==> config.mk <==
export PLATFORM = sky130hd
export DESIGN_NAME = memory_access_stage
export DESIGN_NICKNAME = d
export VERILOG_FILES = /design/src/rtl/memory_access_stage_pkg.sv /design/src/rtl/memory_access_stage_load_align.sv /design/src/rtl/memory_access_stage.sv
export SDC_FILE = /design/constraint.sdc
export NUM_CORES = 1
export LEC_CHECK = 0
export CAP_MARGIN = 15
export CORE_ASPECT_RATIO = 1.2
export CORE_UTILIZATION = 41
export CTS_CLUSTER_SIZE = 10
export DETAILED_ROUTE_END_ITERATION = 7
export GPL_ROUTABILITY_DRIVEN = 0
export PLACE_DENSITY = 0.81
export SKIP_LAST_GASP = 1
export SYNTH_ARGS = -nofsm -noshare
export SYNTH_HDL_FRONTEND = slang
export SYNTH_SLANG_ARGS = --single-unit
==> constraint.sdc <==
create_clock -name clk -period 3.7 [get_ports clk]
set_input_delay 0.555 -clock clk [delete_from_list [all_inputs] [get_ports clk]]
set_output_delay 0.555 -clock clk [all_outputs]
set_load 0.05 [all_outputs]
==> src/rtl/memory_access_stage_pkg.sv <==
// Shared definitions for the MEM pipeline stage.
//
// Holds the result-source and truncation encodings used by the execute stage.
// It also holds the MEM-stage state constants and the helpers that turn a
// truncation code and byte offset into an access size and a byte-lane mask.
package memory_access_stage_pkg;

  localparam int BYTE_LANES = 4;

  // resultSrc: where the writeback value comes from
  typedef enum logic {
    RESULT_ALU = 1'b0,
    RESULT_MEM = 1'b1
  } result_src_t;

  // truncSrc: access width and signedness of a memory access
  typedef enum logic [2:0] {
    TRUNC_NONE               = 3'd0,
    TRUNC_BYTE               = 3'd1,
    TRUNC_HALF_WORD          = 3'd2,
    TRUNC_WORD               = 3'd3,
    TRUNC_BYTE_UNSIGNED      = 3'd4,
    TRUNC_HALF_WORD_UNSIGNED = 3'd5
  } trunc_src_t;

  // memStageState, kept as plain constants so older tools that lack enum
  // support can still read the state register
  typedef logic [1:0] mem_stage_state_t;
  localparam mem_stage_state_t MEM_IDLE = 2'd0;
  localparam mem_stage_state_t MEM_REQ  = 2'd1;
  localparam mem_stage_state_t MEM_WAIT = 2'd2;

  typedef enum logic [1:0] {
    SIZE_BYTE = 2'd0,
    SIZE_HALF = 2'd1,
    SIZE_WORD = 2'd2
  } access_size_t;

  // NONE and any unused code behave as a full word access.
  function automatic access_size_t access_size(input logic [2:0] trunc);
    case (trunc)
      TRUNC_BYTE, TRUNC_BYTE_UNSIGNED:           access_size = SIZE_BYTE;
      TRUNC_HALF_WORD, TRUNC_HALF_WORD_UNSIGNED: access_size = SIZE_HALF;
      default:                                   access_size = SIZE_WORD;
    endcase
  endfunction

  // A half is misaligned at odd offsets. A word is misaligned at any non-zero
  // offset.
  function automatic logic is_misaligned(input logic [2:0] trunc, input logic [1:0] offset);
    case (access_size(trunc))
      SIZE_BYTE: is_misaligned = 1'b0;
      SIZE_HALF: is_misaligned = offset[0];
      default:   is_misaligned = |offset;
    endcase
  endfunction

  // Low address bits below the access size are ignored. This aligns
  // misaligned accesses down to their natural boundary.
  function automatic logic [3:0] lane_mask(input logic [2:0] trunc, input logic [1:0] offset);
    case (access_size(trunc))
      SIZE_BYTE: lane_mask = 4'b0001 << offset;
      SIZE_HALF: lane_mask = 4'b0011 << {offset[1], 1'b0};
      default:   lane_mask = 4'b1111;
    endcase
  endfunction

endpackage

==> src/rtl/memory_access_stage_load_align.sv <==
// load_align_extend: combinational load-data extraction.
//
// Selects the addressed byte or half-word from a full memory word. It then
// sign- or zero-extends that value according to the truncation code. A word
// access, or NONE, returns the word unchanged.
//
// Ports:
//   rdata   in  XLEN  word returned by data memory
//   offset  in  2     byte offset of the access (addr[1:0])
//   trunc   in  3     truncSrc code of the load
//   value   out XLEN  extended load result
module load_align_extend
  import memory_access_stage_pkg::*;
#(
  parameter int XLEN = 32
) (
  input  logic [XLEN-1:0] rdata,
  input  logic [1:0]      offset,
  input  logic [2:0]      trunc,
  output logic [XLEN-1:0] value
);

  logic [7:0]  byte_val;
  logic [15:0] half_val;

  // A half-word always comes from lanes 0-1 or 2-3. Because of this, only
  // offset[1] selects it, and an odd offset falls back to the aligned half.
  always_comb begin
    byte_val = rdata[{offset, 3'b000} +: 8];
    half_val = rdata[{offset[1], 4'b0000} +: 16];
    case (trunc)
      TRUNC_BYTE:               value = {{(XLEN-8){byte_val[7]}}, byte_val};
      TRUNC_BYTE_UNSIGNED:      value = {{(XLEN-8){1'b0}}, byte_val};
      TRUNC_HALF_WORD:          value = {{(XLEN-16){half_val[15]}}, half_val};
      TRUNC_HALF_WORD_UNSIGNED: value = {{(XLEN-16){1'b0}}, half_val};
      default:                  value = rdata;
    endcase
  end

endmodule

==> src/rtl/memory_access_stage.sv <==
// memory_access_stage: MEM pipeline stage between execute and writeback.
//
// Non-memory instructions pass their ALU result to writeback one cycle after
// they are accepted. Loads and stores issue one request on the data-memory
// valid/ready channel. A load then waits for dmem_resp_valid. While a
// transaction is outstanding, ex_ready is low.
//
// Optional feature: define MEM_MISALIGN_TRAP_EN to add wb_misaligned. With it,
// a misaligned access reports a fault instead of being silently aligned.
//
// Ports:
//   clk, reset              clock, asynchronous active-high reset
//   ex_valid / ex_ready     instruction handshake from execute
//   ex_alu_result           ALU result or effective address
//   ex_store_data           rs2 value for stores
//   ex_mem_write            instruction is a store
//   ex_result_src           0 = ALU result, 1 = load
//   ex_trunc_src            access width and signedness
//   ex_rd, ex_reg_write     destination register and its write enable
//   dmem_req_valid/_ready   request handshake to data memory
//   dmem_addr/we/be/wdata   word address, write flag, byte enables, lane data
//   dmem_resp_valid/rdata   load response
//   wb_valid                one-cycle pulse carrying a result to writeback
//   wb_result, wb_rd        writeback value and destination register
//   wb_reg_write            register file write enable
//   wb_misaligned           fault flag (only with MEM_MISALIGN_TRAP_EN)
module memory_access_stage
  import memory_access_stage_pkg::*;
#(
  parameter int XLEN       = 32,
  parameter int REG_ADDR_W = 5
) (
  input  logic                  clk,
  input  logic                  reset,
  input  logic                  ex_valid,
  output logic                  ex_ready,
  input  logic [XLEN-1:0]       ex_alu_result,
  input  logic [XLEN-1:0]       ex_store_data,
  input  logic                  ex_mem_write,
  input  logic                  ex_result_src,
  input  logic [2:0]            ex_trunc_src,
  input  logic [REG_ADDR_W-1:0] ex_rd,
  input  logic                  ex_reg_write,
  output logic                  dmem_req_valid,
  input  logic                  dmem_req_ready,
  output logic [XLEN-1:0]       dmem_addr,
  output logic                  dmem_we,
  output logic [3:0]            dmem_be,
  output logic [XLEN-1:0]       dmem_wdata,
  input  logic                  dmem_resp_valid,
  input  logic [XLEN-1:0]       dmem_rdata,
  output logic                  wb_valid,
  output logic [XLEN-1:0]       wb_result,
  output logic [REG_ADDR_W-1:0] wb_rd,
  output logic                  wb_reg_write
`ifdef MEM_MISALIGN_TRAP_EN
  ,
  output logic                  wb_misaligned
`endif
);

  mem_stage_state_t      state;
  logic                  accept;
  logic                  is_mem_op;
  logic [1:0]            offset;
  logic [3:0]            store_be;
  logic [XLEN-1:0]       store_wdata;
  logic [XLEN-1:0]       load_value;
  logic [REG_ADDR_W-1:0] cap_rd;
  logic                  cap_reg_write;
  logic [2:0]            cap_trunc;
  logic [1:0]            cap_offset;
`ifdef MEM_MISALIGN_TRAP_EN
  logic                  misaligned;
`endif

  assign ex_ready  = (state == MEM_IDLE);
  assign accept    = ex_valid & ex_ready;
  assign is_mem_op = ex_mem_write | (ex_result_src == RESULT_MEM);
  assign offset    = ex_alu_result[1:0];

`ifdef MEM_MISALIGN_TRAP_EN
  assign misaligned = is_mem_op & is_misaligned(ex_trunc_src, offset);
`endif

  // Store data is replicated across every lane of its width. Because of
  // this, memory only needs to honour dmem_be and never shift the data.
  always_comb begin
    store_be = lane_mask(ex_trunc_src, offset);
    case (access_size(ex_trunc_src))
      SIZE_BYTE: store_wdata = {BYTE_LANES{ex_store_data[7:0]}};
      SIZE_HALF: store_wdata = {(BYTE_LANES/2){ex_store_data[15:0]}};
      default:   store_wdata = ex_store_data;
    endcase
  end

  // The response word is decoded using the offset and truncation captured
  // when the load was accepted.
  load_align_extend #(
    .XLEN (XLEN)
  ) u_load_align (
    .rdata  (dmem_rdata),
    .offset (cap_offset),
    .trunc  (cap_trunc),
    .value  (load_value)
  );

  // Control FSM and output registers:
  //   IDLE -> REQ  when a load or store is accepted
  //   REQ  -> IDLE when a store handshakes
  //   REQ  -> WAIT when a load handshakes
  //   WAIT -> IDLE when the response arrives
  // dmem_resp_valid is looked at only in WAIT. A stray response in any other
  // state is dropped.
  always_ff @(posedge clk or posedge reset) begin
    if (reset) begin
      state          <= MEM_IDLE;
      dmem_req_valid <= 1'b0;
      dmem_addr      <= '0;
      dmem_we        <= 1'b0;
      dmem_be        <= '0;
      dmem_wdata     <= '0;
      wb_valid       <= 1'b0;
      wb_result      <= '0;
      wb_rd          <= '0;
      wb_reg_write   <= 1'b0;
      cap_rd         <= '0;
      cap_reg_write  <= 1'b0;
      cap_trunc      <= '0;
      cap_offset     <= '0;
`ifdef MEM_MISALIGN_TRAP_EN
      wb_misaligned  <= 1'b0;
`endif
    end else begin
      wb_valid <= 1'b0;
`ifdef MEM_MISALIGN_TRAP_EN
      wb_misaligned <= 1'b0;
`endif
      case (state)
        MEM_IDLE: begin
          if (accept) begin
            cap_rd        <= ex_rd;
            cap_reg_write <= ex_reg_write;
            cap_trunc     <= ex_trunc_src;
            cap_offset    <= offset;
            if (!is_mem_op) begin
              wb_valid     <= 1'b1;
              wb_result    <= ex_alu_result;
              wb_rd        <= ex_rd;
              wb_reg_write <= ex_reg_write;
            end
`ifdef MEM_MISALIGN_TRAP_EN
            else if (misaligned) begin
              wb_valid      <= 1'b1;
              wb_result     <= ex_alu_result;
              wb_rd         <= ex_rd;
              wb_reg_write  <= 1'b0;
              wb_misaligned <= 1'b1;
            end
`endif
            else begin
              state          <= MEM_REQ;
              dmem_req_valid <= 1'b1;
              dmem_addr      <= {ex_alu_result[XLEN-1:2], 2'b00};
              dmem_we        <= ex_mem_write;
              dmem_be        <= store_be;
              dmem_wdata     <= ex_mem_write ? store_wdata : '0;
            end
          end
        end
        MEM_REQ: begin
          if (dmem_req_valid && dmem_req_ready) begin
            dmem_req_valid <= 1'b0;
            if (dmem_we) begin
              wb_valid     <= 1'b1;
              wb_rd        <= cap_rd;
              wb_reg_write <= 1'b0;
              state        <= MEM_IDLE;
            end else begin
              state <= MEM_WAIT;
            end
          end
        end
        MEM_WAIT: begin
          if (dmem_resp_valid) begin
            wb_valid     <= 1'b1;
            wb_result    <= load_value;
            wb_rd        <= cap_rd;
            wb_reg_write <= cap_reg_write;
            state        <= MEM_IDLE;
          end
        end
        default: begin
          state          <= MEM_IDLE;
          dmem_req_valid <= 1'b0;
        end
      endcase
    end
  end

endmodule

==> impl_metrics.tcl, run 1 <==
set metrics [dict create \
    drive_gt1_share_pct 8.48 \
    max_freq_mhz 362 \
    h-tree-depth 4 \
    wire_per_inst_um 17.9 \
    clkSinkCount 120 \
    cts_buffer_depth 2 \
    synth_warnings 0 \
    finalNonFillerCells 1073 \
    finalCritPeriodShare_pct 74.8 \
    core_um2 14500 \
    post_cts_buffers 0 \
    dp_hpwl_um 13700 \
    power_density_nw_per_um2 1050 \
    die_w_um 114 \
    synth_commonest_cells "nand2_1, dfrtp_1, o21ai_0" \
    synth_seq_area_share_pct 49.0 \
    async_reset_ff_share_pct 100 \
    synth.distinct_cells 52 \
    max_cap_viol_count 0 \
    fin_tns_setup_ns 0 \
    synth-edff-count 0 \
    start_util_pct 42.3 \
    place_inst 1041 \
    num_io_pins 222 \
    status "complete, no violations" \
    antenna_left 0 \
    crit_fanout 10 \
    cts_resized 0 \
    grt_pass1_vias 5544 \
    cts-root-buf "clkbuf_16" \
    finClkSkew_ns 0.00727 \
    area_growth_pct 47.9 \
    setup-violations-final 0 \
    leakagePower_nw 3.91 \
    grt_use_total_pct 25.1 \
    worstPathRequired_ns 3.14 \
    drtIter0Drc 507 \
    power_mw 9.53 \
    grt_antenna_before_repair 0 \
    diodes 0 \
    hp-class "reg2reg" \
    port_buffers 219 \
    ys_ff_latch 120 \
    first_pass_iters 5 \
    tritoncts "built" \
    clk_pin_slew_ns 0.06 \
    grt_max_degree 62 \
    period_minus_slack_ns 2.77 \
    die_h_um 136 \
    slew_violations 0 \
    netlist_area_um2 6120 \
    worst_ep_arrival_time_ns 2.21 \
    cts_hold_buf 0 \
    grt_pass1_wl_um 29400 \
    drt-vias-per-instance 5.41 \
    syn_inst 660 \
    ys.flop_type "dfrtp_1" \
    crit_path_end_kind "primary output" \
    rows 48 \
    synth_most_common_cell "nand2_1" \
    clkLatencyLatePin_ns 0.41 \
    post_dp_cell_area_um2 8450 \
    hold_viol_final 0 \
    crit_type "reg2out" \
    synth.largest_area_cell "dfrtp_1" \
    maxSlewHeadroom_pct 34.8 \
    rrSetupSlack_ns 0.97 \
    dieArea_um2 15400 \
    synthTopCellsByArea "dfrtp_1, nand2_1, o21ai_0" \
    overflow 0 \
    vdd_drop_max_mv 0.602 \
    vias 5804 \
    worstMarginPinSlew_ns 0.979 \
    numCtsBuffers 17 \
    fin_area_um2 9060 \
    avgSynthCellArea_um2 9.28 \
    wirelength_um 19200 \
    fillers 1221 \
    nets 978 \
    drt_drc_violations_left 0 \
    crit_path_start_kind "flip-flop" \
    rsz0062_at_grt "false" \
    fin_util_pct 62.6 \
    yosysTopAreaCellShare_pct 49.0 \
]
[where the power goes]
group / leakage (nW) / switching, mW / total [mW] / internal, mW
clock: 0.291 / 0.631 / 1.72 / 1.08
combinational: 2.15 / 3.57 / 5.41 / 1.84
sequential: 1.47 / 0.454 / 2.40 / 1.95
[registers in the layout, summed over array words and instances, names as in the netlist]
register / count
cap_offset: 2
cap_rd: 5
cap_reg_write: 1
cap_trunc: 3
dmem_addr: 30
dmem_be: 4
dmem_req_valid: 1
dmem_wdata: 32
dmem_we: 1
state: 2
wb_rd: 5
wb_reg_write: 1
wb_result: 32
wb_valid: 1
[logic make-up (layout without fill, tap and decap cells)]
kind of cell / after synthesis / count (layout) / share of synthesized area (%)
simple gates: 227 / 227 / 15.5
compound gates: 200 / 200 / 20.9
flops: 120 / 120 / 49.0
buf+inv: 58 / 270 / 4.66
mux: 45 / 45 / 7.91
fa+ha+maj: 6 / 6 / 1.23
xor+xnor: 3 / 3 / 0.797
other cells: 1 / 2 / 0.0612
[layout make-up]
| type | instances | area, um^2 | share of cell area [%] |
|---|---|---|---|
| tap | 200 | 250 | 2.76 |
| multi-input combinational | 483 | 2850 | 31.4 |
| timing repair buffer | 230 | 2310 | 25.5 |
| inverter | 8 | 33.8 | 0.373 |
| clock inverter | 13 | 170 | 1.88 |
| sequential | 120 | 3000 | 33.1 |
| clock buffer | 19 | 443 | 4.89 |
[metrics by stage]
step	setup slack [ns]	hold WS, ns
after floorplan	1.36	0.479
after global placement	0.871	0.456
after detailed placement	0.854	0.462
after CTS	0.914	0.476
after global routing	0.837	0.491
final	0.934	0.471
[path summary, 6_finish.rpt]
check	start	end	cells past startpoint
setup / recovery	state[0]$_DFFE_PP0P_	ex_ready	3
min in group asynchronous	reset	dmem_wdata[6]$_DFFE_PP0P_	2
setup reg to reg	cap_offset[1]$_DFFE_PP0N_	wb_result[7]$_DFFE_PP0P_	3
hold reg to reg	dmem_addr[12]$_DFFE_PP0P_	dmem_addr[12]$_DFFE_PP0P_	2
hold / removal	dmem_addr[12]$_DFFE_PP0P_	dmem_addr[12]$_DFFE_PP0P_	2
max in group asynchronous	reset	state[0]$_DFFE_PP0P_	3
[cells in the final DEF, fill, tap and decap left out, drive strengths merged, types with 4 or more instances in the layout]
| master | instances |
|---|---|
| clkdlybuf4s50 | 219 |
| nand2 | 149 |
| dfrtp | 120 |
| o21ai | 87 |
| nor2 | 46 |
| a21oi | 36 |
| mux2i | 27 |
| clkbuf | 19 |
| mux2 | 17 |
| a22oi | 14 |
| buf | 11 |
| inv | 10 |
| nor3 | 9 |
| o221ai | 8 |
| a221oi | 8 |
| a22o | 8 |
| a21o | 7 |
| o21a | 7 |
| nand3 | 6 |
| a211oi | 6 |
| ha | 6 |
| nor2b | 5 |
| a31oi | 5 |
| clkinvlp | 4 |
| clkinv | 4 |
[metal layers]
layer / GRT usage (%) / vias up / routed length [um]
met5: 0 / - / 0
met4: 13.0 / 0 / 747
met3: 7.89 / 51 / 1520
met2: 40.2 / 280 / 9130
met1: 30.3 / 2766 / 7770
li1: - / 2707 / -
[worst max-delay path: stages (launching register included)]
cell	delay, ns
dfrtp_1	0.41
inv_1	0.14
ha_1	0.37
clkdlybuf4s50_1	0.87
Power figures use the tool's default switching activity.
==> run 2, diff against run 1 <==
==> constraint.sdc (replaced) <==
create_clock -name clk -period 2.4 [get_ports clk]
set_input_delay 0.36 -clock clk [delete_from_list [all_inputs] [get_ports clk]]
set_output_delay 0.36 -clock clk [all_outputs]
set_load 0.05 [all_outputs]
==> run 2 against run 1 <==
  * Non-clock buffer count grew 13
  * Clock skew is essentially flat
  * Hold slack gained 0.0031 ns
  * Cell count grew 1.2%
  * Final area grew 1.8%
  * Largest cell class unchanged
==> impl_metrics.tcl, run 2 (synthesis gave the netlist of run 1 again) <==
set metrics [dict create \
    worstPathRequired_ns 2.68 \
    grt_max_degree 121 \
    leakagePower_nw 4.00 \
    clkSinkCount 120 \
    seq_area_um2 3000 \
    clk_pin_slew_ns 0.06 \
    post_dp_cell_area_um2 8560 \
    drive_gt1_share_pct 10.0 \
    crit_path_end_kind "flip-flop" \
    crit_path_start_kind "flip-flop" \
    place_inst 1054 \
    final_common_cell "clkdlybuf4s50_1" \
    fin_area_um2 9230 \
    hold_viol_final 0 \
    finClkSkew_ns 0.00758 \
    clkLatencyLatePin_ns 0.42 \
    setup-violations-final 0 \
    worstMarginPinSlew_ns 0.703 \
    numCtsBuffers 17 \
    die_w_um 114 \
    vias 5925 \
    area_growth_pct 50.6 \
    drt-vias-per-instance 5.46 \
    status "complete, no violations" \
    overflow 0 \
    wirelength_um 19200 \
    core_um2 14500 \
    dieArea_um2 15400 \
    port_buffers 219 \
    fin_util_pct 63.7 \
    reg.largest.list "dmem_wdata: 32 flops, wb_result: 32 flops, dmem_addr: 30 flops" \
    tritoncts "built" \
    power_density_nw_per_um2 1630 \
    finalNonFillerCells 1086 \
    die_h_um 136 \
    worst_ep_arrival_time_ns 2.52 \
    antenna_left 0 \
    vdd_drop_max_mv 0.999 \
    diodes 0 \
    fin_hold_ws_ns 0.474 \
    maxSlewHeadroom_pct 53.0 \
    cts_hold_buf 0 \
    rrSetupSlack_ns 0.16 \
    grt_antenna_before_repair 0 \
    h-tree-depth 4 \
    crit_type "reg2reg" \
    rsz0062_at_grt "false" \
    cts_buffer_depth 2 \
    dp_hpwl_um 13800 \
    max_freq_mhz 446 \
    slowest_stage "dfrtp_1" \
    num_io_pins 222 \
    max_cap_viol_count 0 \
    max_stage_delay_ns 0.42 \
    multi_input_area_um2 2850 \
    crit_fanout 34 \
    fillers 1179 \
    timing.critical_path.buf_inv 3 \
    hp-class "reg2reg" \
    period_minus_slack_ns 2.24 \
    setup_ws_ns 0.159 \
    grt_pass1_wl_um 30200 \
    start_util_pct 42.3 \
    grt_use_total_pct 25.6 \
    pre_cts_slack_ns 0.0632 \
    slew_violations 0 \
    wire_per_inst_um 17.6 \
    fin_tns_setup_ns 0 \
    drtIter0Drc 474 \
    path_cells "inv_1, ha_1, buf_4, buf_4, o211ai_2, a21oi_1, o21ai_0" \
    cts_resized 0 \
    power_mw 15.0 \
    mostFrequentLayoutCells "clkdlybuf4s50_1, nand2_1, dfrtp_1" \
    nets 991 \
    post_cts_buffers 0 \
    drt_drc_violations_left 0 \
    worst_path_dominant_cell_family "compound AO/OA/AOI/OAI gates" \
    grt_pass1_vias 5772 \
    first_pass_iters 5 \
    rows 48 \
    cts-root-buf "clkbuf_16" \
    crit_top_cell "buf_4" \
    finalCritPeriodShare_pct 93.4 \
]
[run 2: worst paths after layout]
check	startpoint	end	depth (start not counted)
hold / removal	dmem_addr[20]$_DFFE_PP0P_	dmem_addr[20]$_DFFE_PP0P_	2
min in group asynchronous	reset	dmem_addr[10]$_DFFE_PP0P_	3
setup / recovery	state[0]$_DFFE_PP0P_	wb_result[30]$_DFFE_PP0P_	7
max in group asynchronous	reset	dmem_wdata[9]$_DFFE_PP0P_	3
setup reg to reg	state[0]$_DFFE_PP0P_	wb_result[30]$_DFFE_PP0P_	7
hold reg to reg	dmem_addr[20]$_DFFE_PP0P_	dmem_addr[20]$_DFFE_PP0P_	2
[run 2: tightest hold or removal path, cell delays in order, from the launching register on]
cell,delay (ns)
dfrtp_1,0.34
nand2_1,0.05
nand2_1,0.06
[run 2: cell type report]
type	instances	share of cell area (%)
multi-input cells	483	30.9
inverters	8	0.366
repair buffers	243	26.2
clock buffers	19	4.91
flip-flops and latches	120	32.6
clock inverters	13	2.35
well taps	200	2.71
[run 2: power breakdown]
part,switching [mW],internal [mW]
Sequential,0.644,3.00
Combinational,5.59,2.93
Clock,0.966,1.91
[run 2: layer usage]
metal / global-route usage [%] / share of wire, % / vias to the layer above
li1: - / - / 2737
met1: 29.8 / 38 / 2815
met2: 43.9 / 50 / 331
met3: 7.04 / 9.0 / 42
met4: 11.3 / 2.9 / 0
met5: 0 / 0 / -
==> run 3, diff against run 2 <==
--- a/config.mk
+++ b/config.mk
@@ -6,13 +6,11 @@
 export NUM_CORES = 1
 export LEC_CHECK = 0
 export CAP_MARGIN = 15
-export CORE_ASPECT_RATIO = 1.2
 export CORE_UTILIZATION = 41
 export CTS_CLUSTER_SIZE = 10
 export DETAILED_ROUTE_END_ITERATION = 7
 export GPL_ROUTABILITY_DRIVEN = 0
 export PLACE_DENSITY = 0.81
-export SKIP_LAST_GASP = 1
 export SYNTH_ARGS = -nofsm -noshare
 export SYNTH_HDL_FRONTEND = slang
 export SYNTH_SLANG_ARGS = --single-unit
==> run 3 against run 2 <==
  * Cell count shrank 1.1%
  * Global-route usage grew 0.24 points
  * Maximum frequency shrank 2.8%
  * Combinational power is essentially flat
  * Critical path depth shrank 1
  * Clock skew grew 0.0019 ns
  * Clock-buffer cell count grew 2
  * Wire length grew 1.3%
  * Sequential share of layout area grew 0.14 points
  * Final area shrank 0.43%
  * Critical endpoint is now wb_result[7]$_DFFE_PP0P_
  * Highest routed layer unchanged
==> impl_metrics.tcl, run 3 (synthesis gave the netlist of run 1 again) <==
set metrics [dict create \
    status "complete, no violations" \
    fillers 1198 \
    maxSlewHeadroom_pct 52.7 \
    crit_fanout 9 \
    fin_util_pct 63.2 \
    grt_use_total_pct 25.8 \
    worstMarginPinSlew_ns 0.692 \
    drive_gt1_share_pct 10.2 \
    vias 5830 \
    gr-usage-met2_pct 41.3 \
    rsz0062_at_grt "false" \
    wirelength_um 19400 \
    worst_ep_arrival_time_ns 2.60 \
    post_cts_buffers 0 \
    dieArea_um2 15400 \
    clkSinkCount 120 \
    setup_ws_ns 0.0955 \
    die_h_um 124 \
    finClkSkew_ns 0.00952 \
    busiest_layer "met2" \
    h-tree-depth 4 \
    dp_hpwl_um 14000 \
    fin_area_um2 9190 \
    final_common_cell "clkdlybuf4s50_1" \
    use_met1_pct 31.9 \
    die_w_um 124 \
    fin_tns_setup_ns 0 \
    crit_path_end_kind "flip-flop" \
    num_io_pins 222 \
    drtIter0Drc 478 \
    grt_max_degree 121 \
    area_growth_pct 50.0 \
    cts_hold_buf 0 \
    hold_viol_final 0 \
    clk_pin_slew_ns 0.06 \
    vdd_drop_max_mv 0.914 \
    finalCritPeriodShare_pct 96.0 \
    finalNonFillerCells 1074 \
    reg.largest.list "dmem_wdata: 32 flops, wb_result: 32 flops, dmem_addr: 30 flops" \
    max_freq_mhz 434 \
    place_inst 1042 \
    overflow 0 \
    cts_resized 0 \
    use_met3_pct 7.97 \
    fin_hold_ws_ns 0.469 \
    crit_type "reg2reg" \
    start_util_pct 42.1 \
    antenna_left 0 \
    port_buffers 219 \
    tritoncts "built" \
    slew_violations 0 \
    setup-violations-final 0 \
    pre_cts_slack_ns 0.0338 \
    leakagePower_nw 4.00 \
    clkLatencyLatePin_ns 0.42 \
    nets 995 \
    numCtsBuffers 17 \
    max_cap_viol_count 0 \
    worstPathRequired_ns 2.70 \
    hp-class "reg2reg" \
    core_um2 14500 \
    grt_antenna_before_repair 0 \
    cts_buffer_depth 2 \
    mostFrequentLayoutCells "clkdlybuf4s50_1, nand2_1, dfrtp_1" \
    drt_drc_violations_left 0 \
    crit_path_start_kind "flip-flop" \
    power_density_nw_per_um2 1630 \
    power_mw 14.9 \
    first_pass_iters 5 \
    grt_pass1_vias 5813 \
    diodes 0 \
    period_minus_slack_ns 2.30 \
    rows 44 \
    grt_pass1_wl_um 31200 \
    wire_per_inst_um 18.1 \
    cts-root-buf "clkbuf_16" \
    drt-vias-per-instance 5.43 \
    post_dp_cell_area_um2 8550 \
]
run 3: cell count changes in the layout (fill, tap and decap cells not counted), sizes merged:
| cell | change |
|---|---|
| buf | +4 |
| bufinv | -1 |
| clkbuf | +2 |
| clkinv | +2 |
| clkinvlp | -1 |
| inv | -2 |
run 3: where the power goes:
part / leakage, nW / switching [mW] / total, mW / internal [mW]
Clock: 0.303 / 0.936 / 2.73 / 1.79
Sequential: 1.47 / 0.666 / 3.67 / 3.01
Combinational: 2.23 / 5.59 / 8.54 / 2.94
Total: 4.00 / 7.20 / 14.9 / 7.74
run 3: final timing paths:
kind                                            from                          to  slack [ns]  cells after the start
max                         cap_trunc[0]$_DFFE_PP0N_    wb_result[7]$_DFFE_PP0P_         0.1                      6
min                        dmem_addr[16]$_DFFE_PP0P_   dmem_addr[16]$_DFFE_PP0P_        0.47                      2
max reg2reg                 cap_trunc[0]$_DFFE_PP0N_    wb_result[7]$_DFFE_PP0P_         0.1                      6
min reg2reg                dmem_addr[16]$_DFFE_PP0P_   dmem_addr[16]$_DFFE_PP0P_        0.47                      2
max in group asynchronous                      reset         dmem_we$_DFFE_PP0P_        1.42                      3
min in group asynchronous                      reset  dmem_wdata[22]$_DFFE_PP0P_        0.52                      3
run 3: critical path, cell delays in order (launching register included):
cell and delay, ns:
dfrtp_1 0.49, nor2_8 0.24, xor2_2 0.39, nor2_1 0.14
a2111oi_0 0.65, buf_4 0.22, o21ai_1 0.06
run 3: metal layers:
layer,up-vias,share of wire (%)
met5,-,0
met4,0,3.3
met3,40,8.8
met2,287,46
met1,2755,42
li1,2748,-
run 3: cell type report:
cell class              count  area (um^2)  area share, %
clock inverters            11          171           1.87
inverters                   8         33.8          0.368
well taps                 184          230           2.51
multi-input cells         483         2850           31.0
repair buffers            247         2440           26.5
flip-flops and latches    120         3000           32.7
clock buffers              21          460           5.01
